[config.mk]
export PLATFORM = sky130hd
export DESIGN_NAME = id_cond_decode
export DESIGN_NICKNAME = d
export VERILOG_FILES = /design/src/rtl/id_cond_decode.sv
export SDC_FILE = /design/constraint.sdc
export NUM_CORES = 1
export LEC_CHECK = 0
export ABC_AREA = 1
export BUFFER_PORTS_ARGS = -buffer_cell sky130_fd_sc_hd__buf_2
export CAP_MARGIN = 20
export CORE_MARGIN = 1
export CORE_UTILIZATION = 47
export CTS_BUF_LIST = sky130_fd_sc_hd__clkbuf_16
export CTS_CLUSTER_SIZE = 14
export DETAILED_ROUTE_END_ITERATION = 6
export MAX_ROUTING_LAYER = met4
export PLACE_DENSITY = 0.84
export SYNTH_ARGS = -nofsm -noshare
export SYNTH_HDL_FRONTEND = slang
export SYNTH_SLANG_ARGS = --single-unit
[constraint.sdc]
create_clock -name clk -period 3.7 [get_ports clk]
set_input_delay 0.37 -clock clk [delete_from_list [all_inputs] [get_ports clk]]
set_output_delay 0.37 -clock clk [all_outputs]
set_load 0.05 [all_outputs]
[src/rtl/id_cond_decode.sv]
// Decode stage: ARM instruction -> registered execute command/controls, NZCV register, condition squash.
// Build option COND_BYPASS_EN: evaluate conditions against alu_status when status_we is high.
module id_cond_decode #(
   parameter int unsigned CMD_W = 4
) (
   input  logic             clk,
   input  logic             rst,
   input  logic             instr_valid,
   input  logic [31:0]      instr,
   input  logic             freeze,
   input  logic             flush,
   input  logic             status_we,
   input  logic [3:0]       alu_status,
   output logic [3:0]       status_q,
   output logic [CMD_W-1:0] exe_cmd,
   output logic             wb_en,
   output logic             mem_r_en,
   output logic             mem_w_en,
   output logic             b,
   output logic             s,
   output logic             imm,
   output logic             out_valid
);

   localparam int unsigned COND_W = 4;
   localparam int unsigned OPC_W  = 4;

   logic [COND_W-1:0] cond;
   logic [1:0]        mode;
   logic [OPC_W-1:0]  opcode;
   logic              sl_bit;

   assign cond   = instr[31:28];
   assign mode   = instr[27:26];
   assign opcode = instr[24:21];
   assign sl_bit = instr[20];

   logic [CMD_W-1:0] dec_cmd;
   logic             dec_wb;
   logic             dec_mr;
   logic             dec_mw;
   logic             dec_b;
   logic             dec_s;
   logic             dec_ok;

   // Instruction decode; dec_ok clears for unsupported mode/opcode
   always_comb begin
      dec_cmd = '0;
      dec_wb  = 1'b0;
      dec_mr  = 1'b0;
      dec_mw  = 1'b0;
      dec_b   = 1'b0;
      dec_s   = 1'b0;
      dec_ok  = 1'b0;
      case (mode)
         2'b00: begin
            dec_ok = 1'b1;
            dec_wb = 1'b1;
            dec_s  = sl_bit;
            case (opcode)
               4'b1101: dec_cmd = CMD_W'(1);
               4'b1111: dec_cmd = CMD_W'(9);
               4'b0100: dec_cmd = CMD_W'(2);
               4'b0101: dec_cmd = CMD_W'(3);
               4'b0010: dec_cmd = CMD_W'(4);
               4'b0110: dec_cmd = CMD_W'(5);
               4'b0000: dec_cmd = CMD_W'(6);
               4'b1100: dec_cmd = CMD_W'(7);
               4'b0001: dec_cmd = CMD_W'(8);
               4'b1010: begin
                  dec_cmd = CMD_W'(4);
                  dec_wb  = 1'b0;
                  dec_s   = 1'b1;
               end
               4'b1000: begin
                  dec_cmd = CMD_W'(6);
                  dec_wb  = 1'b0;
                  dec_s   = 1'b1;
               end
               default: begin
                  dec_ok = 1'b0;
                  dec_wb = 1'b0;
                  dec_s  = 1'b0;
               end
            endcase
         end
         2'b01: begin
            dec_ok  = 1'b1;
            dec_cmd = CMD_W'(2);
            dec_mr  = sl_bit;
            dec_mw  = ~sl_bit;
            dec_wb  = sl_bit;
         end
         2'b10: begin
            dec_ok = 1'b1;
            dec_b  = 1'b1;
         end
         default: dec_ok = 1'b0;
      endcase
   end

   logic [3:0] eff_status;
`ifdef COND_BYPASS_EN
   assign eff_status = status_we ? alu_status : status_q;
`else
   assign eff_status = status_q;
`endif

   logic flag_n, flag_z, flag_c, flag_v;
   assign {flag_n, flag_z, flag_c, flag_v} = eff_status;

   logic cond_pass;

   // Condition field evaluation against effective NZCV
   always_comb begin
      cond_pass = 1'b0;
      case (cond)
         4'b0000: cond_pass = flag_z;
         4'b0001: cond_pass = ~flag_z;
         4'b0010: cond_pass = flag_c;
         4'b0011: cond_pass = ~flag_c;
         4'b0100: cond_pass = flag_n;
         4'b0101: cond_pass = ~flag_n;
         4'b0110: cond_pass = flag_v;
         4'b0111: cond_pass = ~flag_v;
         4'b1000: cond_pass = flag_c & ~flag_z;
         4'b1001: cond_pass = ~flag_c | flag_z;
         4'b1010: cond_pass = (flag_n == flag_v);
         4'b1011: cond_pass = (flag_n != flag_v);
         4'b1100: cond_pass = ~flag_z & (flag_n == flag_v);
         4'b1101: cond_pass = flag_z | (flag_n != flag_v);
         4'b1110: cond_pass = 1'b1;
         default: cond_pass = 1'b0;
      endcase
   end

   logic load;
   assign load = instr_valid & dec_ok & cond_pass;

   // Status register runs independently of freeze/flush; output register has flush > freeze > load
   always_ff @(posedge clk) begin
      if (rst) begin
         status_q  <= '0;
         exe_cmd   <= '0;
         wb_en     <= 1'b0;
         mem_r_en  <= 1'b0;
         mem_w_en  <= 1'b0;
         b         <= 1'b0;
         s         <= 1'b0;
         imm       <= 1'b0;
         out_valid <= 1'b0;
      end else begin
         if (status_we) status_q <= alu_status;
         if (flush || (!freeze && !load)) begin
            exe_cmd   <= '0;
            wb_en     <= 1'b0;
            mem_r_en  <= 1'b0;
            mem_w_en  <= 1'b0;
            b         <= 1'b0;
            s         <= 1'b0;
            imm       <= 1'b0;
            out_valid <= 1'b0;
         end else if (!freeze) begin
            exe_cmd   <= dec_cmd;
            wb_en     <= dec_wb;
            mem_r_en  <= dec_mr;
            mem_w_en  <= dec_mw;
            b         <= dec_b;
            s         <= dec_s;
            imm       <= instr[25];
            out_valid <= 1'b1;
         end
      end
   end

endmodule
== Word-level counts from Yosys, hierarchy flattened ==
Cells that the tools add are included.
W data, S select, Z words.

* Flip-flop bits (word level): 15
* Input port bits: 42
* Output and inout port bits: 15
* Word-level logic and storage cells: 74

* Equality and inequality tests: 28
* Muxes and demuxes: 12
* Bitwise operators: 11
* Reduce and logical (&&, ||, !) cells: 14

{| class="wikitable"
|+ Operators by type and width
! cell !! count
|-
| $eq A4 B4 Y1 const B || 12
|-
| $pmux W4 S9 || 1
|-
| $eq A4 B3 Y1 const B || 7
|-
| $pmux W1 S15 || 1
|-
| $eq A4 B2 Y1 const B || 3
|-
| $reduce_or A11 Y1 || 1
|-
| $reduce_or A2 Y1 || 5
|-
| $reduce_or A9 Y1 || 1
|-
| $eq A4 B1 Y1 const B || 2
|-
| $logic_not A4 Y1 || 2
|-
| $pmux W4 S2 || 1
|-
| $mux W1 || 6
|-
| $pmux W1 S2 || 3
|-
| $not A1 Y1 || 5
|-
| $and A1 B1 Y1 || 4
|-
| $eq A2 B1 Y1 const B || 1
|-
| $eq A2 B2 Y1 const B || 1
|-
| $logic_not A1 Y1 || 2
|-
| $logic_not A2 Y1 || 1
|-
| $or A1 B1 Y1 || 2
|-
| $eq A1 B1 Y1 || 1
|-
| $logic_and A1 B1 Y1 || 1
|-
| $logic_or A1 B1 Y1 || 1
|-
| $ne A1 B1 Y1 || 1
|}

== Depth between registers and ports, before layout ==
Gate-level depths: netlist of the first run.

* Depth in word-level cells: 10
* Mapped depth: 14
* Mapped depth without buffers: 13

== Worst setup path before layout of the first run ==
OpenSTA, ideal clock, no wires.

* Path kind: register -> register
* From: register status_q[0]
* To: register wb_en
* Library setup time: 121 ps
* Arrival: 1,593 ps
* Data required time: 3,579 ps
* Setup slack: 1,986 ps
* Cell stages (with the launch flop): 15
* Buffers on the path: 1
* Clock period less this slack: 1,714 ps
* Cell sequence: dfxtp_1 inv_1 nand2_1 nand2_1 nand2_1 nand2_1 nand2_1 nand2_1 nor2_1 nand2_1 nand2_1 nand2_1 nand2_2 buf_6 nor2_2

* Cells in the longest elaborated chain, start to end: 8
* Elaborated cells between the ends (all ways): 11
* Those cells by class: eq/ne: 2; mux: 1; bitwise: 4; reduce/logical: 4

{| class="wikitable"
|+ Ends and longest elaborated chain
! element !! RTL line !! RTL
|-
| start: declaration || 14 || <nowiki>output logic [3:0] status_q,</nowiki>
|-
| start signal: assignment || 153 || <nowiki>if (status_we) status_q <= alu_status;</nowiki>
|-
| $ne A1 B1 Y1 or $eq A1 B1 Y1 (tied branches) || - ||
|-
| $or A1 B1 Y1 or $and A1 B1 Y1 (tied branches) || 131, 130 ||
|-
| $pmux W1 S15 * || 117 || <nowiki>case (cond)</nowiki>
|-
| $and A1 B1 Y1 * || 138 || <nowiki>assign load = instr_valid & dec_ok & cond_pass;</nowiki>
|-
| $logic_not A1 Y1 * || 154 || <nowiki>if (flush || (!freeze && !load)) begin</nowiki>
|-
| $logic_and A1 B1 Y1 * || 154 ||
|-
| $logic_or A1 B1 Y1 * || 154 ||
|-
| $reduce_or A2 Y1 (no line) * || - ||
|-
| end signal: assignment || 165 || <nowiki>wb_en <= dec_wb;</nowiki>
|-
| end: declaration || 16 || <nowiki>output logic wb_en,</nowiki>
|}

Mark *: on every way between the ends. The rest lies on a longest branch, timed or not.
A chain may end at the register's enable or synchronous reset.

== Worst setup path in the final report of the first run ==
* From: register status_q[3]
* To: register exe_cmd[0]

* Cells in the longest elaborated chain, start to end: 8
* Elaborated cells between the ends (all ways): 11
* Those cells by class: eq/ne: 2; mux: 1; bitwise: 4; reduce/logical: 4

{| class="wikitable"
|+ Ends and longest elaborated chain
! element !! RTL line !! RTL
|-
| $ne A1 B1 Y1 or $eq A1 B1 Y1 (tied branches) || - ||
|-
| $or A1 B1 Y1 or $and A1 B1 Y1 (tied branches) || 131, 130 ||
|-
| $pmux W1 S15 * || 117 ||
|-
| $and A1 B1 Y1 * || 138 ||
|-
| $logic_not A1 Y1 * || 154 ||
|-
| $logic_and A1 B1 Y1 * || 154 ||
|-
| $logic_or A1 B1 Y1 * || 154 ||
|-
| $reduce_or A2 Y1 (no line) * || - ||
|-
| end signal: assignment || 164 || <nowiki>exe_cmd <= dec_cmd;</nowiki>
|-
| end: declaration || 15 || <nowiki>output logic [CMD_W-1:0] exe_cmd,</nowiki>
|}

Marked as above.

==> results of run 1 <==
==> routing by layer <==
layer  vias to the layer above  global-route usage
met3                         6              0.0252
met5                         -                   -
met4                         0               0.132
li1                        575                   -
met2                        28               0.400
met1                       492               0.244
==> final cells by class <==
| type | count | area (sq um) | share of cell area |
|---|---|---|---|
| clock inverters | 1 | 3.75 | 0.00291 |
| multi-input cells | 114 | 586 | 0.453 |
| repair buffers | 36 | 180 | 0.140 |
| flip-flops and latches | 15 | 300 | 0.233 |
| clock buffers | 3 | 75.1 | 0.0581 |
| well taps | 27 | 33.8 | 0.0262 |
| inverters | 30 | 113 | 0.0872 |
==> layout by cell type (no fill, tap or decap), types with 10 or more instances in the layout <==
cell type / n
sky130_fd_sc_hd__buf_2: 36
sky130_fd_sc_hd__dfxtp_1: 15
sky130_fd_sc_hd__inv_1: 25
sky130_fd_sc_hd__nand2_1: 46
sky130_fd_sc_hd__nand3_1: 10
sky130_fd_sc_hd__nor2_1: 18
sky130_fd_sc_hd__nor2_2: 10
==> power by group <==
group / leakage [nW] / total, W / internal, W / switching [W]
combinational: 0.524 / 0.0000927 / 0.0000305 / 0.0000622
sequential: 0.122 / 0.000170 / 0.000167 / 0.00000373
clock: 0.0423 / 0.000201 / 0.000142 / 0.0000588
==> registers in the layout (all words and copies together) (netlist names) <==
register / flops
out_valid: 1
imm: 1
status_q: 4
mem_r_en: 1
s: 1
b: 1
exe_cmd: 4
wb_en: 1
mem_w_en: 1
==> stage by stage <==
stage	setup slack (ns)	cell area, sq um	cells	hold slack [ns]
final	2.16	1290	226	0.351
after global routing	1.90	1290	226	0.370
after CTS	2.16	1290	226	0.349
after detailed placement	2.00	1210	222	0.489
after global placement	2.05	1210	222	0.486
after floorplan	1.99	1020	161	0.439
==> cells by family (layout without fill, tap and decap cells) <==
kind of cell | count (synthesis) | after routing
adders and majority gates | 4 | 4
muxes | 2 | 2
buffers and inverters | 32 | 70
and+or+nand+nor | 91 | 91
DFF | 15 | 15
AOI/OAI and AO/OA | 17 | 17
==> synthesized netlist by cell type <==
| library cell | n | area (sq um) |
|---|---|---|
| sky130_fd_sc_hd__a21oi_2 | 1 | 8.76 |
| sky130_fd_sc_hd__a211oi_1 | 4 | 30.0 |
| sky130_fd_sc_hd__ha_1 | 4 | 50.1 |
| sky130_fd_sc_hd__nor2_2 | 10 | 62.6 |
| sky130_fd_sc_hd__buf_6 | 2 | 22.5 |
| sky130_fd_sc_hd__nor2_4 | 1 | 11.3 |
| sky130_fd_sc_hd__nand3_2 | 1 | 10.0 |
| sky130_fd_sc_hd__nand2_2 | 3 | 18.8 |
| sky130_fd_sc_hd__nor3_1 | 1 | 5.00 |
| sky130_fd_sc_hd__inv_2 | 4 | 15.0 |
| sky130_fd_sc_hd__mux2i_1 | 2 | 20.0 |
| sky130_fd_sc_hd__a21oi_1 | 3 | 15.0 |
| sky130_fd_sc_hd__nor2_1 | 18 | 67.6 |
| sky130_fd_sc_hd__clkinv_1 | 2 | 7.51 |
| sky130_fd_sc_hd__a31oi_1 | 1 | 6.26 |
| sky130_fd_sc_hd__dfxtp_1 | 15 | 300 |
| sky130_fd_sc_hd__o22ai_1 | 1 | 6.26 |
| sky130_fd_sc_hd__inv_1 | 24 | 90.1 |
| sky130_fd_sc_hd__o211ai_1 | 1 | 7.51 |
| sky130_fd_sc_hd__o21ai_0 | 4 | 20.0 |
| sky130_fd_sc_hd__a21boi_1 | 1 | 7.51 |
| sky130_fd_sc_hd__nand3b_1 | 1 | 7.51 |
| sky130_fd_sc_hd__nand3_1 | 10 | 50.1 |
| sky130_fd_sc_hd__nand2_1 | 46 | 173 |
| sky130_fd_sc_hd__o311ai_0 | 1 | 8.76 |
==> final timing paths <==
path	startpoint	endpoint	slack [ns]	cells past startpoint
setup / recovery	status_q[3]	exe_cmd[0]	2.16	13
hold / removal	rst	status_q[2]	0.35	2
hold reg to reg	out_valid	out_valid	0.51	2
setup reg to reg	status_q[3]	exe_cmd[0]	2.16	13
==> worst max-delay path, stage by stage (launching register included) <==
cell and delay (ns):
sky130_fd_sc_hd__dfxtp_1 0.37, sky130_fd_sc_hd__inv_2 0.06, sky130_fd_sc_hd__nand2_1 0.07, sky130_fd_sc_hd__nand2_1 0.07, sky130_fd_sc_hd__nand2_1 0.09, sky130_fd_sc_hd__nand2_1 0.05
sky130_fd_sc_hd__nand2_1 0.05, sky130_fd_sc_hd__nand2_1 0.04, sky130_fd_sc_hd__nor2_1 0.08, sky130_fd_sc_hd__nand2_1 0.07, sky130_fd_sc_hd__nand2_1 0.05, sky130_fd_sc_hd__nand2_1 0.05
sky130_fd_sc_hd__nand2_2 0.27, sky130_fd_sc_hd__nor2_1 0.08
==> impl_metrics.prom, run 1 <==
# TYPE chip_impl_metric gauge
chip_impl_info{name="outcome",value="finished, final reports clean"} 1
chip_impl_metric{name="report.power.total",unit="W"} 0.000464
chip_impl_metric{name="die_area",unit="sq mm"} 0.00236
chip_impl_metric{name="remaining_drc_errors",unit=""} 0
chip_impl_info{name="tritoncts",value="built"} 1
chip_impl_metric{name="fmax",unit="MHz"} 649
chip_impl_metric{name="grt_first_pass_wirelength",unit="um"} 4170
chip_impl_metric{name="synth_xor_xnor_area_share",unit=""} 0
chip_impl_info{name="highest_layer",value="met4"} 1
chip_impl_metric{name="dr_total_vias",unit=""} 1101
chip_impl_metric{name="postCtsResizedCells",unit=""} 0
chip_impl_metric{name="grtUsageTotal",unit=""} 0.227
chip_impl_metric{name="cp.arrival",unit="ns"} 1.66
chip_impl_metric{name="syn_nets",unit=""} 207
chip_impl_metric{name="die_width",unit="um"} 48.6
chip_impl_metric{name="cts.reportedPaths.clkPinSlew",unit="ns"} 0.04
chip_impl_metric{name="clock_insertion_delay_worst_skew",unit="ns"} 0.24
chip_impl_metric{name="place.detailed.hpwl",unit="um"} 1770
chip_impl_info{name="worst-setup-path-type",value="flop to flop"} 1
chip_impl_metric{name="total_wire_length",unit="um"} 2280
chip_impl_metric{name="route.antenna.remaining_nets",unit=""} 0
chip_impl_metric{name="tritoncts_num_sinks",unit=""} 15
chip_impl_metric{name="detail_route.first_pass.iterations",unit=""} 4
chip_impl_metric{name="post_route_cells_drive_above_1_share",unit=""} 0.296
chip_impl_metric{name="final_hold_violations",unit=""} 0
chip_impl_metric{name="fp.coreArea",unit="sq mm"} 0.00200
chip_impl_metric{name="timing.critical_path.required",unit="ns"} 3.82
chip_impl_metric{name="final_util",unit=""} 0.645
chip_impl_metric{name="yosys.area_share.adder",unit=""} 0.0490
chip_impl_metric{name="setup_tns",unit="ns"} 0
chip_impl_metric{name="grt_antenna_before_repair",unit=""} 0
chip_impl_metric{name="maxSlewHeadroom",unit=""} 0.769
chip_impl_metric{name="detail_route.vias_per_cell",unit=""} 4.87
chip_impl_metric{name="detailedRoute.firstIterationViolations",unit=""} 31
chip_impl_metric{name="cellLeakagePower",unit="nW"} 0.688
chip_impl_metric{name="synth.cell_area",unit="sq mm"} 0.00102
chip_impl_metric{name="met2WireLength",unit="um"} 1130
chip_impl_metric{name="post_route_clock_skew",unit="ns"} 0.00116
chip_impl_metric{name="io_pins",unit=""} 57
chip_impl_metric{name="postSynthCellCount",unit=""} 161
chip_impl_metric{name="timing.final.max_slew_violations",unit=""} 0
chip_impl_metric{name="drt-wirelength-per-cell",unit="um"} 10.1
chip_impl_info{name="critical_path.endpoint_type",value="flop"} 1
chip_impl_metric{name="post_cts_setup_inserts",unit=""} 0
chip_impl_metric{name="finalCriticalPeriod",unit="ns"} 1.54
chip_impl_metric{name="n_fill_cell",unit=""} 193
chip_impl_metric{name="met1_length",unit="um"} 1010
chip_impl_metric{name="ys_ff_latch",unit=""} 15
chip_impl_metric{name="clock_path_buffers",unit=""} 2
chip_impl_metric{name="globalRoute.totalOverflow",unit=""} 0
chip_impl_metric{name="synthDistinctLibCells",unit=""} 25
chip_impl_metric{name="finalNetCount",unit=""} 246
chip_impl_info{name="ctsRootBufferMaster",value="sky130_fd_sc_hd__clkbuf_16"} 1
chip_impl_metric{name="vdd_drop_max",unit="uV"} 218
chip_impl_metric{name="cts_buffer_count",unit=""} 3
chip_impl_metric{name="power-per-cell-area",unit="mW/mm^2"} 359
chip_impl_metric{name="maximum_number_of_pins_on_one_net_before_global_route_repair",unit=""} 14
chip_impl_metric{name="yosysWarnings",unit=""} 0
chip_impl_info{name="holdCritPathClass",value="primary input to flop"} 1
chip_impl_metric{name="first_global_vias",unit=""} 1053
chip_impl_metric{name="synth.avg_cell_area",unit="sq um"} 6.34
chip_impl_metric{name="synth.area.mux_share",unit=""} 0.0196
chip_impl_metric{name="ctsHtreeMaxLevel",unit=""} 1
chip_impl_metric{name="worst_slew_pin_slew",unit="ns"} 0.345
chip_impl_metric{name="synthSimpleGateAreaFrac",unit=""} 0.397
chip_impl_info{name="unrepaired_setup_endpoints_after_global_routing",value="false"} 1
chip_impl_metric{name="number_of_standard_cell_rows_in_the_floorplan",unit=""} 16
chip_impl_metric{name="number_of_buffers_inserted_by_hold_repair_at_cts",unit=""} 0
chip_impl_info{name="worstSetupStartpointType",value="flop"} 1
chip_impl_metric{name="dieHeight",unit="um"} 48.6
chip_impl_metric{name="met3_length",unit="um"} 85
chip_impl_metric{name="setup_viol_count_final",unit=""} 0
chip_impl_metric{name="final_min_period_over_clock_period",unit=""} 0.417
chip_impl_info{name="synth_top_family_by_area",value="simple AND/OR/NAND/NOR gates"} 1
chip_impl_metric{name="numPortBuffers",unit=""} 36
chip_impl_metric{name="share_of_the_synthesized_area_in_compound_gates_ao_oa_aoi_oai",unit=""} 0.108
chip_impl_metric{name="post_synthesis_to_final_layout_area_growth",unit="%"} 26.5
chip_impl_metric{name="gp_congestion",unit=""} 0.894
chip_impl_metric{name="max_cap_viol_count",unit=""} 0
chip_impl_metric{name="initial_standard_cell_utilization_of_the_core",unit=""} 0.510
chip_impl_metric{name="ys_seq_area_frac",unit=""} 0.294
chip_impl_metric{name="insertedDiodeCount",unit=""} 0
chip_impl_metric{name="critical_path.max_fanout",unit=""} 11
Power figures use the tool's default switching activity.
==> run 2, diff against run 1 <==
--- a/config.mk
+++ b/config.mk
@@ -9,12 +9,12 @@
 export BUFFER_PORTS_ARGS = -buffer_cell sky130_fd_sc_hd__buf_2
 export CAP_MARGIN = 20
 export CORE_MARGIN = 1
-export CORE_UTILIZATION = 47
+export CORE_UTILIZATION = 43
 export CTS_BUF_LIST = sky130_fd_sc_hd__clkbuf_16
 export CTS_CLUSTER_SIZE = 14
 export DETAILED_ROUTE_END_ITERATION = 6
 export MAX_ROUTING_LAYER = met4
-export PLACE_DENSITY = 0.84
+export PLACE_DENSITY = 0.78
 export SYNTH_ARGS = -nofsm -noshare
 export SYNTH_HDL_FRONTEND = slang
 export SYNTH_SLANG_ARGS = --single-unit
==> constraint.sdc (replaced) <==
create_clock -name clk -period 1.5 [get_ports clk]
set_input_delay 0.15 -clock clk [delete_from_list [all_inputs] [get_ports clk]]
set_output_delay 0.15 -clock clk [all_outputs]
set_load 0.05 [all_outputs]
==> impl_metrics.prom, run 2 (synthesis gave the netlist of run 1 again) <==
# TYPE chip_impl_metric gauge
chip_impl_metric{name="global_route.usage.met3",unit=""} 0.0273
chip_impl_metric{name="io_pins",unit=""} 57
chip_impl_metric{name="grtUsageTotal",unit=""} 0.175
chip_impl_metric{name="post_synthesis_to_final_layout_area_growth",unit="%"} 38.4
chip_impl_metric{name="place.detailed.hpwl",unit="um"} 1690
chip_impl_metric{name="gp_congestion",unit=""} 0.906
chip_impl_info{name="path_cells",value="inv_4, nand2_4, nand2_4, nand2_2, nand2_1, nand2_1, nand2_1, nor2_1, nand2_1, nand2_1, nand2_2, nand2_4, buf_12, nor2_2"} 1
chip_impl_info{name="outcome",value="finished, final reports clean"} 1
chip_impl_metric{name="final_area",unit="sq mm"} 0.00141
chip_impl_metric{name="dieHeight",unit="um"} 50.7
chip_impl_metric{name="setup_viol_count_final",unit=""} 0
chip_impl_metric{name="hold_path_cell_cnt",unit=""} 2
chip_impl_metric{name="globalRoute.totalOverflow",unit=""} 0
chip_impl_metric{name="vdd_drop_max",unit="uV"} 834
chip_impl_metric{name="ctsHtreeMaxLevel",unit=""} 1
chip_impl_metric{name="initial_standard_cell_utilization_of_the_core",unit=""} 0.457
chip_impl_metric{name="cts_buffer_count",unit=""} 3
chip_impl_metric{name="fmax",unit="MHz"} 704
chip_impl_metric{name="worst_slew_pin_slew",unit="ns"} 0.340
chip_impl_metric{name="route.antenna.remaining_nets",unit=""} 0
chip_impl_info{name="critical_path.endpoint_type",value="flop"} 1
chip_impl_info{name="worstSetupStartpointType",value="flop"} 1
chip_impl_metric{name="grt_antenna_before_repair",unit=""} 0
chip_impl_metric{name="remaining_drc_errors",unit=""} 0
chip_impl_metric{name="ff2ff_setup_slack",unit="ns"} 0.08
chip_impl_metric{name="maxSlewHeadroom",unit=""} 0.771
chip_impl_metric{name="detail_route.vias_per_cell",unit=""} 4.60
chip_impl_metric{name="final_min_period_over_clock_period",unit=""} 0.947
chip_impl_info{name="critPathSlowestCell",value="sky130_fd_sc_hd__dfxtp_4"} 1
chip_impl_metric{name="die_area",unit="sq mm"} 0.00257
chip_impl_metric{name="grt_use_met1",unit=""} 0.230
chip_impl_metric{name="post_route_clock_skew",unit="ns"} 0.00217
chip_impl_metric{name="critical_path.max_fanout",unit=""} 7
chip_impl_info{name="critical_path.most_common_cell",value="sky130_fd_sc_hd__nand2_1"} 1
chip_impl_metric{name="r2r_cells",unit=""} 14
chip_impl_metric{name="numPortBuffers",unit=""} 36
chip_impl_metric{name="maximum_number_of_pins_on_one_net_before_global_route_repair",unit=""} 9
chip_impl_metric{name="finalCriticalPeriod",unit="ns"} 1.42
chip_impl_metric{name="detailedRoute.firstIterationViolations",unit=""} 17
chip_impl_metric{name="clock_path_buffers",unit=""} 2
chip_impl_metric{name="drt-wirelength-per-cell",unit="um"} 9.21
chip_impl_metric{name="n_fill_cell",unit=""} 225
chip_impl_info{name="grt.busiest_layer",value="met2"} 1
chip_impl_metric{name="detail_route.first_pass.iterations",unit=""} 4
chip_impl_info{name="timing.rr.start",value="status_q[0]"} 1
chip_impl_info{name="kind_of_cell_adding_the_most_delay_to_the_critical_path",value="simple AND/OR/NAND/NOR gates"} 1
chip_impl_metric{name="worstPathBufferInverterCount",unit=""} 2
chip_impl_info{name="min_delay_worst_endpoint",value="status_q[2]"} 1
chip_impl_metric{name="tritoncts_num_sinks",unit=""} 15
chip_impl_metric{name="number_of_standard_cell_rows_in_the_floorplan",unit=""} 17
chip_impl_info{name="final_cell_mix",value="41 x sky130_fd_sc_hd__nand2_1, 36 x sky130_fd_sc_hd__buf_2, 24 x sky130_fd_sc_hd__inv_1"} 1
chip_impl_metric{name="total_wire_length",unit="um"} 2150
chip_impl_metric{name="hold_slack",unit="ns"} 0.115
chip_impl_info{name="min_from",value="rst"} 1
chip_impl_metric{name="clock_insertion_delay_worst_skew",unit="ns"} 0.24
chip_impl_metric{name="grt.met2_usage",unit=""} 0.267
chip_impl_metric{name="timing.critical_path.slowest_cell_delay",unit="ns"} 0.38
chip_impl_metric{name="post_route_cells_drive_above_1_share",unit=""} 0.371
chip_impl_info{name="tritoncts",value="built"} 1
chip_impl_metric{name="first_global_vias",unit=""} 838
chip_impl_metric{name="grt_first_pass_wirelength",unit="um"} 3370
chip_impl_info{name="ctsRootBufferMaster",value="sky130_fd_sc_hd__clkbuf_16"} 1
chip_impl_metric{name="timing.critical_path.required",unit="ns"} 1.63
chip_impl_info{name="largestRegisters",value="exe_cmd (4), status_q (4)"} 1
chip_impl_metric{name="dr_total_vias",unit=""} 1071
chip_impl_metric{name="fp.coreArea",unit="sq mm"} 0.00223
chip_impl_info{name="mostFrequentLayoutCell",value="sky130_fd_sc_hd__nand2_1"} 1
chip_impl_metric{name="max_cap_viol_count",unit=""} 0
chip_impl_info{name="worst-setup-path-type",value="flop to flop"} 1
chip_impl_info{name="unrepaired_setup_endpoints_after_global_routing",value="true"} 1
chip_impl_metric{name="die_width",unit="um"} 50.7
chip_impl_metric{name="cts.reportedPaths.clkPinSlew",unit="ns"} 0.05
chip_impl_info{name="holdCritPathClass",value="primary input to flop"} 1
chip_impl_metric{name="post_dp_cell_area",unit="sq mm"} 0.00128
chip_impl_info{name="timing.rr.end",value="wb_en"} 1
chip_impl_metric{name="final_hold_violations",unit=""} 0
chip_impl_metric{name="cellLeakagePower",unit="nW"} 0.747
chip_impl_metric{name="cp.arrival",unit="ns"} 1.55
chip_impl_metric{name="number_of_buffers_inserted_by_hold_repair_at_cts",unit=""} 0
chip_impl_metric{name="finalNetCount",unit=""} 252
chip_impl_metric{name="insertedDiodeCount",unit=""} 0
chip_impl_metric{name="power-per-cell-area",unit="mW/mm^2"} 842
chip_impl_metric{name="timing.final.max_slew_violations",unit=""} 0
## run 2: worst reg2reg max path: cells and delay by family, from the launching register on
kind | cells | cell delay [ns]
simple gates | 12 | 0.74
flops | 1 | 0.38
buf+inv | 2 | 0.18
## run 2: how the worst max path moves through the flow
stage | slack [ns] | cells past startpoint | from | endpoint
global route | -0.05 | 14 | status_q[3] | wb_en
CTS | 0.05 | 14 | status_q[0] | wb_en
floorplan | 0.02 | 12 | status_q[1] | wb_en
detailed placement | 0.06 | 14 | status_q[0] | wb_en
finish | 0.08 | 14 | status_q[0] | wb_en
global placement | 0.08 | 13 | status_q[0] | wb_en
## run 2: final cells by class
class	instances	area (sq um)	share of cell area
clock buffer	3	75.1	0.0531
clock inverter	1	3.75	0.00266
inverter	30	118	0.0833
multi-input combinational	114	621	0.439
sequential	15	310	0.220
tap	28	35.0	0.0248
timing repair buffer	42	250	0.177
## run 2: layer usage
layer / vias to the layer above / share of wire
met2: 21 / 0.44
met5: - / 0
met4: 0 / 0.014
met3: 5 / 0.036
li1: 589 / -
met1: 456 / 0.50
## run 2: report_power, final
group / internal [W] / switching (W)
clock network: 0.000353 / 0.000156
logic: 0.0000962 / 0.000162
registers: 0.000410 / 0.0000122
## run 2: timing repair
| item | CTS | global route |
|---|---|---|
| endpoints found under the setup margin | 0 | 11 |
| buffers inserted | 0 | 1 |
| gates resized for setup | 0 | 14 |
## run 2: per-stage QoR
step                instances   util  worst slack (ns)  setup TNS (ns)  total power [W]
floorplan                 161      -            0.0229               0         0.000586
global placement          228  0.575            0.0825               0         0.000666
detailed placement        228  0.575            0.0577               0         0.000669
CTS                       232  0.610            0.0532               0          0.00118
global route              233  0.632           -0.0497          -0.352          0.00124
finish                    233  0.632            0.0799               0          0.00119
